<file path="src/rtl/ramrom_arbiter.sv">
// ramrom_arbiter
// Arbitrates the single-ported RamRom block RAM between the CPU bus and the
// video fetch unit. One access is granted per cycle. Video wins ties, but only
// MAX_STREAK times in a row while the CPU is waiting. Writes below ROM_TOP are
// acknowledged and dropped. Read data returns to its owner two edges after the
// transfer edge.
//
// Ports:
//   clk_sys, reset_n          system clock, async active-low reset
//   cpu_req/we/addr/be/wdata  CPU request (held until cpu_ack)
//   cpu_ack                   combinational grant; transfer on req & ack
//   cpu_rvalid/rdata          CPU read return strobe and data
//   vid_req/addr              video read request
//   vid_ack                   combinational grant
//   vid_rvalid/rdata          video read return strobe and data
//   ram_addr/byteena/data/wren/clken  registered RAM controls
//   ram_q                     RAM read data, one cycle after address sample
//   wr_blocked                one-cycle pulse when a ROM-region write is dropped
module ramrom_arbiter #(
    parameter int unsigned    AW         = 18,
    parameter int unsigned    DW         = 16,
    parameter logic [AW-1:0]  ROM_TOP    = 18'h04000,
    parameter int unsigned    MAX_STREAK = 4
) (
    input  logic              clk_sys,
    input  logic              reset_n,
    input  logic              cpu_req,
    input  logic              cpu_we,
    input  logic [AW-1:0]     cpu_addr,
    input  logic [DW/8-1:0]   cpu_be,
    input  logic [DW-1:0]     cpu_wdata,
    output logic              cpu_ack,
    output logic              cpu_rvalid,
    output logic [DW-1:0]     cpu_rdata,
    input  logic              vid_req,
    input  logic [AW-1:0]     vid_addr,
    output logic              vid_ack,
    output logic              vid_rvalid,
    output logic [DW-1:0]     vid_rdata,
    output logic [AW-1:0]     ram_addr,
    output logic [DW/8-1:0]   ram_byteena,
    output logic [DW-1:0]     ram_data,
    output logic              ram_wren,
    output logic              ram_clken,
    input  logic [DW-1:0]     ram_q,
    output logic              wr_blocked
);

    localparam logic [3:0] STREAK_LIM = 4'(MAX_STREAK);

    logic [3:0]      streak_q, streak_d;
    logic            at_limit, cpu_rom;
    logic [AW-1:0]   addr_q, addr_d;
    logic [DW/8-1:0] be_q, be_d;
    logic [DW-1:0]   data_q, data_d;
    logic            wren_q, wren_d;
    logic            blocked_q, blocked_d;
    logic            clken_q;
    // Tag pipeline: stage 1 follows the RAM address, stage 2 follows ram_q.
    logic            tag1_vld_q, tag1_vld_d, tag1_cpu_q, tag1_cpu_d;
    logic            tag2_vld_q, tag2_cpu_q;
    logic            cpu_rvalid_q, cpu_rvalid_d, vid_rvalid_q, vid_rvalid_d;
    logic [DW-1:0]   cpu_rdata_q, cpu_rdata_d, vid_rdata_q, vid_rdata_d;

    // Grants depend only on the requests and the streak counter.
    assign at_limit = (streak_q == STREAK_LIM);
    assign cpu_ack  = cpu_req & (~vid_req | at_limit);
    assign vid_ack  = vid_req & ~(cpu_req & at_limit);
    assign cpu_rom  = (cpu_addr < ROM_TOP);

    always_comb begin
        streak_d = streak_q;
        if (!cpu_req || cpu_ack) begin
            streak_d = '0;
        end else if (vid_ack && !at_limit) begin
            streak_d = streak_q + 4'd1;
        end
    end

    // Issue stage: address/enables/data hold when idle, write enable does not.
    always_comb begin
        addr_d     = addr_q;
        be_d       = be_q;
        data_d     = data_q;
        wren_d     = 1'b0;
        blocked_d  = 1'b0;
        tag1_vld_d = 1'b0;
        tag1_cpu_d = 1'b0;
        if (vid_ack) begin
            addr_d     = vid_addr;
            be_d       = '1;
            tag1_vld_d = 1'b1;
        end else if (cpu_ack) begin
            addr_d = cpu_addr;
            if (!cpu_we) begin
                be_d       = '1;
                tag1_vld_d = 1'b1;
                tag1_cpu_d = 1'b1;
            end else if (cpu_rom) begin
                blocked_d = 1'b1;
            end else begin
                wren_d = 1'b1;
                be_d   = cpu_be;
                data_d = cpu_wdata;
            end
        end
    end

    always_comb begin
        cpu_rvalid_d = tag2_vld_q & tag2_cpu_q;
        vid_rvalid_d = tag2_vld_q & ~tag2_cpu_q;
        cpu_rdata_d  = cpu_rvalid_d ? ram_q : cpu_rdata_q;
        vid_rdata_d  = vid_rvalid_d ? ram_q : vid_rdata_q;
    end

    always_ff @(posedge clk_sys or negedge reset_n) begin
        if (!reset_n) begin
            streak_q     <= '0;
            addr_q       <= '0;
            be_q         <= '0;
            data_q       <= '0;
            wren_q       <= 1'b0;
            blocked_q    <= 1'b0;
            clken_q      <= 1'b0;
            tag1_vld_q   <= 1'b0;
            tag1_cpu_q   <= 1'b0;
            tag2_vld_q   <= 1'b0;
            tag2_cpu_q   <= 1'b0;
            cpu_rvalid_q <= 1'b0;
            vid_rvalid_q <= 1'b0;
            cpu_rdata_q  <= '0;
            vid_rdata_q  <= '0;
        end else begin
            streak_q     <= streak_d;
            addr_q       <= addr_d;
            be_q         <= be_d;
            data_q       <= data_d;
            wren_q       <= wren_d;
            blocked_q    <= blocked_d;
            clken_q      <= 1'b1;
            tag1_vld_q   <= tag1_vld_d;
            tag1_cpu_q   <= tag1_cpu_d;
            tag2_vld_q   <= tag1_vld_q;
            tag2_cpu_q   <= tag1_cpu_q;
            cpu_rvalid_q <= cpu_rvalid_d;
            vid_rvalid_q <= vid_rvalid_d;
            cpu_rdata_q  <= cpu_rdata_d;
            vid_rdata_q  <= vid_rdata_d;
        end
    end

    assign ram_addr    = addr_q;
    assign ram_byteena = be_q;
    assign ram_data    = data_q;
    assign ram_wren    = wren_q;
    assign ram_clken   = clken_q;
    assign wr_blocked  = blocked_q;
    assign cpu_rvalid  = cpu_rvalid_q;
    assign cpu_rdata   = cpu_rdata_q;
    assign vid_rvalid  = vid_rvalid_q;
    assign vid_rdata   = vid_rdata_q;

endmodule

</file>
<file path="config.mk">
export PLATFORM = sky130hd
export DESIGN_NAME = ramrom_arbiter
export DESIGN_NICKNAME = d
export VERILOG_FILES = /design/src/rtl/ramrom_arbiter.sv
export SDC_FILE = /design/constraint.sdc
export NUM_CORES = 1
export LEC_CHECK = 0
export BUFFER_PORTS_ARGS = -buffer_cell sky130_fd_sc_hd__buf_2
export CORE_MARGIN = 8
export CORE_UTILIZATION = 35
export DETAILED_ROUTE_END_ITERATION = 7
export GPL_ROUTABILITY_DRIVEN = 0
export PLACE_DENSITY_LB_ADDON = 0.3
export RECOVER_POWER = 25
export SLEW_MARGIN = 10
export SYNTH_ARGS = -nofsm -noshare
export SYNTH_HDL_FRONTEND = slang
export SYNTH_SLANG_ARGS = --single-unit
</file>
<file path="constraint.sdc">
create_clock -name clk_sys -period 4.5 [get_ports clk_sys]
set_clock_uncertainty 0.05 [all_clocks]
set_input_delay 0.45 -clock clk_sys [delete_from_list [all_inputs] [get_ports clk_sys]]
set_output_delay 0.45 -clock clk_sys [all_outputs]
set_load 0.01 [all_outputs]
</file>
==> key figures, run 1 <==
Clocking
  – CTS sink cnt: 81
  – Maximum clock insertion buffer count: 2
  – Cts repair resizes: 0
  – Clock Latency Late Sink: ~0.34 ns
  – CTS tree: built
  – Postcts setup bufs: 0
  – CTS root buf: clkbuf_8
  – Cts hold-fix bufs: 0
  – CTS buffer count: 9
  – Clk pin slew, worst setup/hold paths: 0.08 ns
  – H-tree lvl count: 3

Pwr
  – Net switching fraction of the power: about 28%
  – PwrDens: 384 nW/um2
  – Seq pwr share: around half
  – Clock power frac: 26.6%
  – Internal: around 0.0012 W
  – Worst VDD drop: between 100 and 150 uV
  – P_leak: around 2.2 nW
  – PnR Total Power: 0.00169 W
  – Comb power frac: between 20% and 30%
  – Switch Pwr: between 0.0004 and 0.0005 W

Logic synthesis
  – Ys Warns: 0
  – Main area contributors after synthesis: dfrtp_1 (60%), mux2_2 (12%), o221a_2 (6.0%), a211o_1 (4.6%), mux2_4 (4.0%)
  – Gate Count Post-Synth: between 200 and 250
  – Cell with the most instances after synthesis: dfrtp_1
  – Yosys top cell by area: dfrtp_1
  – Yosys reg bits: 81
  – Post-synth top flop: dfrtp_1
  – Syn avg cell area: ~14 um2
  – Mapped Area: approximately 3400 um2
  – Post-synth top cells: dfrtp_1 (81), mux2_2 (37), a211o_1 (18), and2_1 (18), o221a_2 (18)
  – Syn Nets: 313
  – Share of async-settable or async-resettable flops after synthesis: between 90% and 100%
  – Yosys cell types: 31
  – Post-synthesis sequential area ratio: slightly below 60%
  – EDFF count, synth: 0
  – Share of the synthesized area in the top cell type: 59.5%

Detailed routing
  – Drt total wl: 8.58 mm
  – Final ANT Viol Nets: 0
  – DR vias/cell: about 4.8
  – Wirelength per Cell: between 15 and 20 um
  – Drt initial violations: 94
  – Drt drc: 0
  – Via Count: between 2000 and 3000
  – DRT Pass-1 Iters: 5

Floorplan
  – FP Rows: 36
  – Die Area: approximately 13000 um2
  – Core Region: 9590 um2
  – Die height: around 110 um
  – Die width: 115 um
  – Initial Util: a little over a third
  – Io pins: 150

Critical path
  – Critical path's top delay family: simple AND/OR/NAND/NOR gates
  – CP startpoint: streak_q[0]$_DFFE_PN0P_
  – Setup crit end kind: primary output
  – Critical path buffers and inverters: 4
  – WP data required: 4.00 ns
  – Worst path most repeated cell: inv_1
  – Setup CP Type: reg2out
  – Worst Path Max Fanout: 22
  – Slowest cell on crit path: nand2_1
  – CP Cell Sequence: inv_1 > ha_1 > nand4b_1 > buf_4 > nand2_1 > inv_1 > buf_2
  – R2r setup slk: roughly 2.2 ns
  – Worst r2r src: streak_q[0]$_DFFE_PN0P_
  – CP arrival: about 2.2 ns
  – Max stage delay on crit path: around 0.58 ns
  – CP Launch Type: flip-flop

STA
  – Hold_ws: 0.270 ns
  – Hold Fails Final Rpt: 0
  – Max Slew Vio Count: 82
  – Final setup viols: 0
  – Unrepaired setup endpoints after global routing: no
  – Fin crit share: about 61%
  – Final min period: approximately 2.7 ns
  – Worst-Margin Slew: between 1.5 and 2 ns
  – Relative slew slack: -32.6%
  – Final TNS setup: 0 ns
  – Fmax: 0.364 GHz

Global routing
  – Met2 Use GR: slightly below 20%
  – Largest net degree at the start of global routing: between 80 and 90
  – Most used routing layer: met2
  – Vias in the first global route: 2723
  – GRT Util Overall: 13.0%
  – Grt ovf: 0
  – GR Util met1: between 10% and 20%
  – Initial antenna violation count: 0
  – First-pass GRT wire length: around 14 mm
  – GR Util met3: 5.49%

Layout
  – Layout area overhead: 29.6%
  – Fill cells: 912
  – Ant. Diodes: 0
  – Share of post-route cells with drive strength above 1: 59.9%
  – Final net count: roughly 460

Placed design
  – Port Buffers: between 100 and 150
  – HPWL after DPL: about 6.2 mm

Outcome
  – Failing checks: capacitance limit, slew limit
  – Status: finished with violations

Run
  – MaxCap Viol Count: 1

Worst hold path
  – HP Class: in2reg
  – Hold wc startpoint: cpu_wdata[4]
power by group through the flow:
stage          Clock [W]  Sequential, W  Combinational, W
6_report        0.000451       0.000878          0.000365
5_1_grt         0.000506       0.000891          0.000398
4_1_cts         0.000472       0.000878          0.000373
3_5_place_dp           0       0.000892          0.000373
3_3_place_gp           0       0.000890          0.000367
2_1_floorplan          0       0.000936          0.000143
layer usage:
metal | share of wire (%) | routed length, um
met5 | 0 | 0
met4 | 0.70 | 60
met3 | 10 | 872
met2 | 43 | 3680
met1 | 46 | 3960
flip-flops by register name (all words and copies together) (netlist names), 2 cells and up:
name,cells
streak_q,4
cpu_rdata,16
ram_data,16
ram_addr,18
vid_rdata,16
ram_byteena,2
cells in the final DEF (no fill, tap or decap), drive strengths merged, types with 3 or more instances in the layout:
cell type,netlist,layout
nand2,3,3
mux2,48,48
buf,5,149
dfrtp,81,81
clkbuf,10,11
o221a,18,18
inv,6,6
clkinv,0,4
nor2,4,4
a211o,18,18
and2,18,18
worst paths after layout:
kind / endpoint / cells after the start
max: vid_ack / 7
min: ram_data[4]$_DFFE_PN0P_ / 2
max reg2reg: ram_data[1]$_DFFE_PN0P_ / 5
min reg2reg: tag2_vld_q$_DFF_PN0_ / 0
max in group asynchronous: ram_addr[13]$_DFFE_PN0P_ / 1
min in group asynchronous: cpu_rdata[0]$_DFFE_PN0P_ / 1
stage by stage:
step	utilization (%)	setup slack, ns	cells	cell area, um2
2_1_floorplan	-	2.66	236	3410
3_3_place_gp	44.3	1.98	504	4250
3_5_place_dp	44.3	1.94	504	4250
4_1_cts	46.0	1.73	520	4420
5_1_grt	46.0	1.57	520	4410
6_report	46.0	1.76	520	4410
cell type report:
cell class	count	area, um2	share of cell area (%)
sequential	81	2030	45.9
clock buffer	10	128	2.89
multi-input combinational	134	1280	29.1
inverter	6	22.5	0.510
clock inverter	6	35.0	0.794
timing repair buffer	150	753	17.1
tap	133	166	3.77
cell families after synthesis:
| family | share of synthesized area (%) |
|---|---|
| DFF | 59.5 |
| muxes | 17.5 |
| AOI/OAI and AO/OA | 12.5 |
| and+or+nand+nor | 6.28 |
| buffers and inverters | 2.90 |
| adders and majority gates | 0.735 |
| xor gates and xnor gates | 0.514 |
| other | 0.110 |
Note: power is estimated with default switching activity, not from simulation.
==> run 2: changes to the inputs <==
==> constraint.sdc (replaced) <==
create_clock -name clk_sys -period 2.7 [get_ports clk_sys]
set_clock_uncertainty 0.05 [all_clocks]
set_input_delay 0.27 -clock clk_sys [delete_from_list [all_inputs] [get_ports clk_sys]]
set_output_delay 0.27 -clock clk_sys [all_outputs]
set_load 0.01 [all_outputs]
==> key figures, run 2 (synthesized netlist as in run 1, its figures left out) <==
Outcome
  – Status: complete, no violations

Detailed routing
  – Final ANT Viol Nets: 0
  – DRT Pass-1 Iters: 4
  – Via Count: roughly 2600
  – Drt initial violations: between 100 and 150
  – DR vias/cell: 4.87
  – Drt total wl: 8.69 mm
  – Drt drc: 0
  – Wirelength per Cell: around 17 um

Worst hold path
  – HP Class: in2reg
  – Hold wc startpoint: cpu_wdata[4]

Placed design
  – HPWL after DPL: between 6 and 7 mm
  – Port Buffers: roughly 150

Global routing
  – GRT Util Overall: 13.1%
  – Met2 Use GR: a little under a fifth
  – Initial antenna violation count: 0
  – GR Util met1: about 17%
  – Most used routing layer: met2
  – Grt ovf: 0
  – Largest net degree at the start of global routing: 44
  – GR Util met3: 4.80%
  – Vias in the first global route: 2670
  – First-pass GRT wire length: ~14 mm

Clocking
  – H-tree lvl count: 3
  – CTS buffer count: 9
  – Clock Latency Late Sink: 0.34 ns
  – CTS sink cnt: a little over 80
  – Maximum clock insertion buffer count: 2
  – CTS root buf: clkbuf_8
  – CTS tree: built
  – Clk pin slew, worst setup/hold paths: about 0.08 ns
  – Cts repair resizes: 0

Critical path
  – Setup crit end kind: primary output
  – CP Launch Type: flip-flop
  – Worst Path Max Fanout: 19
  – Setup CP Type: reg2out
  – CP startpoint: streak_q[0]$_DFFE_PN0P_
  – Worst r2r src: streak_q[0]$_DFFE_PN0P_
  – CP arrival: between 1.5 and 2 ns
  – WP data required: roughly 2.4 ns

STA
  – Unrepaired setup endpoints after global routing: no
  – Relative slew slack: a little under a third
  – Final setup viols: 0
  – Fmax: 0.469 GHz
  – Fin crit share: approximately four fifths
  – Hold Fails Final Rpt: 0
  – Max Slew Vio Count: 0
  – Worst-Margin Slew: 1.05 ns
  – Final min period: ~2.1 ns
  – Final TNS setup: 0 ns

Run
  – MaxCap Viol Count: 0

Floorplan
  – FP Rows: 36
  – Die width: between 100 and 150 um
  – Io pins: 150
  – Initial Util: 35.5%
  – Die Area: roughly 13000 um2
  – Core Region: around 9600 um2
  – Die height: between 100 and 150 um

Layout
  – Commonest non-fill, non-tap cell in the layout: buf_2
  – Layout area overhead: 30.9%
  – Area of the multi-input gates: 1280 um2
  – Final net count: around 470
  – Seq. cell area: just over 2000 um2
  – Fill cells: just over 900
  – Max FFs per register: 18
  – Highest-count cells in the layout ignoring fill and taps: buf_2 (130), dfrtp_1 (81), mux2_2 (37)
  – Ant. Diodes: 0
  – Share of post-route cells with drive strength above 1: between 50 and 60%

Pwr
  – Worst VDD drop: between 200 and 250 uV
  – P_leak: between 2 and 2.5 nW
  – PwrDens: 638 nW/um2
  – PnR Total Power: between 0.002 and 0.003 W
==> run 2: changes by cell type in the layout (fill, tap and decap cells not counted), sizes merged <==
cell / change
clkbuf: +20
dlygate4sd3: +1
buf: -14
clkinvlp: -1
==> run 2: final timing paths <==
kind                                       endpoint  slack, ns  depth (start not counted)
hold reg to reg                tag2_vld_q$_DFF_PN0_       0.30                          0
setup reg to reg            ram_data[7]$_DFFE_PN0P_       0.64                          6
max in group asynchronous  ram_addr[13]$_DFFE_PN0P_       1.23                          3
hold / removal              ram_data[4]$_DFFE_PN0P_       0.09                          2
setup / recovery                            cpu_ack       0.57                          6
min in group asynchronous  vid_rdata[0]$_DFFE_PN0P_       0.61                          2
==> run 2: repair_timing <==
item	4_1_cts	5_1_grt
setup buffers	0	0
hold buffers	1	0
hold endpoints to repair	38	0
setup endpoints to repair	0	0
==> run 2: through the flow <==
| stage | cell area (um2) | setup slack, ns | cells | util, % | hold slack [ns] |
|---|---|---|---|---|---|
| finish | 4460 | 0.567 | 526 | 46.5 | 0.0922 |
| global route | 4460 | 0.406 | 526 | 46.5 | 0.0850 |
| CTS | 4490 | 0.532 | 526 | 46.8 | 0.0732 |
| detailed placement | 4300 | 0.612 | 509 | 44.9 | 0.236 |
| global placement | 4300 | 0.677 | 509 | 44.9 | 0.224 |
| floorplan | 3410 | 0.859 | 236 | - | -0.0756 |
==> run 2: power by group <==
group          switching, W  internal (W)  leakage (nW)
Sequential        0.0000844       0.00138         0.955
Combinational      0.000295      0.000312          1.09
Clock              0.000419      0.000356        0.0891
==> run 2: layer usage <==
| metal | wire (um) | part of all wire (%) | vias up |
|---|---|---|---|
| li1 | - | - | 1168 |
| met1 | 4020 | 46 | 1270 |
| met2 | 3670 | 42 | 116 |
| met3 | 909 | 10 | 9 |
| met4 | 91 | 1.0 | 0 |
| met5 | 0 | 0 | - |
==> run 2: cell type report <==
cell class / instances / area share (%)
Clock buffer: 11 / 3.17
Clock inverter: 5 / 0.702
Inverter: 6 / 0.505
Multi-Input combinational cell: 134 / 28.8
Sequential cell: 81 / 45.5
Tap cell: 133 / 3.73
Timing Repair Buffer: 156 / 17.7
==> run 2: worst max-delay path, stage by stage (launching register included) <==
cell and delay (ns):
dfrtp_1 0.39, inv_1 0.06, ha_1 0.23, nand4b_1 0.14, buf_4 0.28, o21ai_0 0.17, buf_2 0.20
==> run 3: changes to the inputs <==
--- a/config.mk
+++ b/config.mk
@@ -5,6 +5,7 @@
 export SDC_FILE = /design/constraint.sdc
 export NUM_CORES = 1
 export LEC_CHECK = 0
+export ABC_AREA = 1
 export BUFFER_PORTS_ARGS = -buffer_cell sky130_fd_sc_hd__buf_2
 export CORE_MARGIN = 8
 export CORE_UTILIZATION = 35
==> constraint.sdc (replaced) <==
create_clock -name clk_sys -period 1.8 [get_ports clk_sys]
set_clock_uncertainty 0.05 [all_clocks]
set_input_delay 0.18 -clock clk_sys [delete_from_list [all_inputs] [get_ports clk_sys]]
set_output_delay 0.18 -clock clk_sys [all_outputs]
set_load 0.01 [all_outputs]
==> key figures, run 3 <==
Outcome
  – Status: complete, no violations

STA
  – Final min period: roughly 1.7 ns
  – Final TNS setup: 0 ns
  – Final setup viols: 0
  – Worst-Margin Slew: roughly 1.0 ns
  – Hold Fails Final Rpt: 0
  – Relative slew slack: about 33%
  – Max Slew Vio Count: 0
  – Fin crit share: between 90% and 100%
  – Fmax: around 0.60 GHz
  – Unrepaired setup endpoints after global routing: no

Critical path
  – Max stage delay on crit path: 0.40 ns
  – Setup crit end kind: primary output
  – CP Depth: 8
  – CP Cell Sequence: inv_2 > ha_4 > nand3_2 > nand2_1 > nand2_2 > buf_8 > inv_1 > buf_2
  – Depth of the most critical reg-to-reg path: 10
  – Setup CP Type: reg2out
  – Worst Path Max Fanout: 2
  – CP arrival: roughly 1.5 ns
  – CP Launch Type: flip-flop
  – WP data required: 1.57 ns
  – Slowest cell on crit path: dfrtp_1
  – Critical path buffers and inverters: 4
  – Critical path's top delay family: flip-flops

Floorplan
  – Io pins: 150
  – Initial Util: a little over a third
  – Die Area: roughly 13000 um2
  – Core Region: around 9200 um2
  – FP Rows: 35
  – Die width: 113 um
  – Die height: 113 um

Pwr
  – PwrDens: 947 nW/um2
  – P_leak: around 2.6 nW
  – Worst VDD drop: 421 uV

Logic synthesis
  – Share of async-settable or async-resettable flops after synthesis: 100%
  – Yosys reg bits: 81
  – Post-synth top cells: nand2_1 (147), dfrtp_1 (81), o21ai_0 (63)
  – Yosys cell types: 24
  – Cell with the most instances after synthesis: nand2_1
  – Main area contributors after synthesis: dfrtp_1 (62%), nand2_1 (17%), o21ai_0 (9.6%), inv_1 (3.2%), nor2_1 (1.1%)
  – Syn Nets: 444
  – Mapped Area: 3290 um2
  – EDFF count, synth: 0
  – Share of the synthesized area in the top cell type: 61.6%
  – Gate Count Post-Synth: roughly 370
  – Post-synth top flop: dfrtp_1
  – Post-synthesis sequential area ratio: approximately three fifths
  – Yosys top cell by area: dfrtp_1
  – Ys Warns: 0
  – Syn avg cell area: about 9.0 um2

Clocking
  – Clk pin slew, worst setup/hold paths: about 0.080 ns
  – CTS buffer count: 9
  – H-tree lvl count: 3
  – CTS tree: built
  – CTS sink cnt: a little over 80
  – Clock Latency Late Sink: approximately 0.34 ns
  – CTS root buf: clkbuf_8
  – Maximum clock insertion buffer count: 2

Layout
  – Post-layout util: about half
  – Seq. cell area: just over 2000 um2
  – Area of the multi-input gates: 1080 um2
  – Ant. Diodes: 0
  – Final net count: approximately 600
  – Max FFs per register: 18
  – Highest-count cells in the layout ignoring fill and taps: buf_2 (148), nand2_1 (147), dfrtp_1 (81)
  – Fill cells: just under 900
  – Share of post-route cells with drive strength above 1: between 30% and 40%
  – Commonest non-fill, non-tap cell in the layout: buf_2
  – Layout area overhead: 39.5%

Global routing
  – Largest net degree at the start of global routing: 40
  – GRT Util Overall: approximately 14%
  – Grt ovf: 0
  – Vias in the first global route: between 2000 and 3000
  – Initial antenna violation count: 0
  – First-pass GRT wire length: about 15 mm

Detailed routing
  – Drt drc: 0
  – Final ANT Viol Nets: 0
  – Drt total wl: slightly above 9 mm
  – Drt initial violations: 170
  – DR vias/cell: around 4.5
  – Wirelength per Cell: ~14 um
  – Via Count: 2939
  – DRT Pass-1 Iters: 6

Run
  – MaxCap Viol Count: 0

Placed design
  – HPWL after DPL: 6.53 mm
  – Port Buffers: 149

Worst hold path
  – Hold path depth: 3
  – HP Class: in2reg
[run 3: final timing paths]
path	startpoint	to	slack, ns
worst max-delay path	streak_q[0]$_DFFE_PN0P_	cpu_ack	0.12
worst min-delay path	cpu_addr[1]	ram_addr[1]$_DFFE_PN0P_	0.02
worst max register to register	streak_q[0]$_DFFE_PN0P_	ram_data[12]$_DFFE_PN0P_	0.14
worst min register to register	tag1_vld_q$_DFF_PN0_	tag2_vld_q$_DFF_PN0_	0.30
max in group asynchronous	reset_n	ram_data[0]$_DFFE_PN0P_	0.44
min in group asynchronous	reset_n	vid_rdata[0]$_DFFE_PN0P_	0.48
[run 3: cells by family after synthesis]
logic type / Yosys count / synth area share [%]
DFF: 81 / 61.6
adders and majority gates: 2 / 0.760
and+or+nand+nor: 168 / 20.4
buffers and inverters: 45 / 5.96
other: 1 / 0.114
AOI/OAI and AO/OA: 68 / 10.7
xor gates and xnor gates: 2 / 0.532
[run 3: worst min-delay path, cell delays in order]
cell and delay (ns):
buf_2 0.07, o21ai_0 0.07, nand2_1 0.05
[run 3: layer usage]
layer	vias to the layer above	global-route usage, %	wire [um]
met4	0	5.60	133
met3	11	4.79	672
met2	100	23.1	4270
met5	-	0	0
li1	1490	-	-
met1	1338	17.4	4090
[run 3: timing repair]
item / in CTS / in global routing
hold buffers: 20 / 0
setup buffers: 4 / 0
setup endpoints to repair: 2 / 17
pin swaps: 1 / 1
resized for setup: 4 / 3
hold endpoints to repair: 56 / 0
[run 3: final cells by class]
| cell class | count | share of cell area (%) |
|---|---|---|
| sequential | 81 | 44.1 |
| multi-input combinational | 241 | 23.6 |
| timing repair buffer | 179 | 22.6 |
| clock buffer | 11 | 3.08 |
| tap | 111 | 3.02 |
| inverter | 29 | 2.42 |
| clock inverter | 5 | 1.20 |
[run 3: report_power, final]
part,leakage [nW],internal [W],switching [W]
logic,1.48,0.000373,0.000493
registers,0.998,0.00206,0.000124
clock network,0.0953,0.000675,0.000631
total,2.57,0.00310,0.00125
[run 3: per-stage QoR]
step	setup WS, ns	total power (W)	std cells	area (um2)	hold WS [ns]
floorplan	0.330	0.00259	367	3290	-0.166
global placement	0.268	0.00303	617	4150	0.131
detailed placement	0.179	0.00305	617	4150	0.136
CTS	0.0493	0.00443	657	4590	0.00137
global route	0.0158	0.00461	657	4590	0.0123
finish	0.123	0.00435	657	4590	0.0229
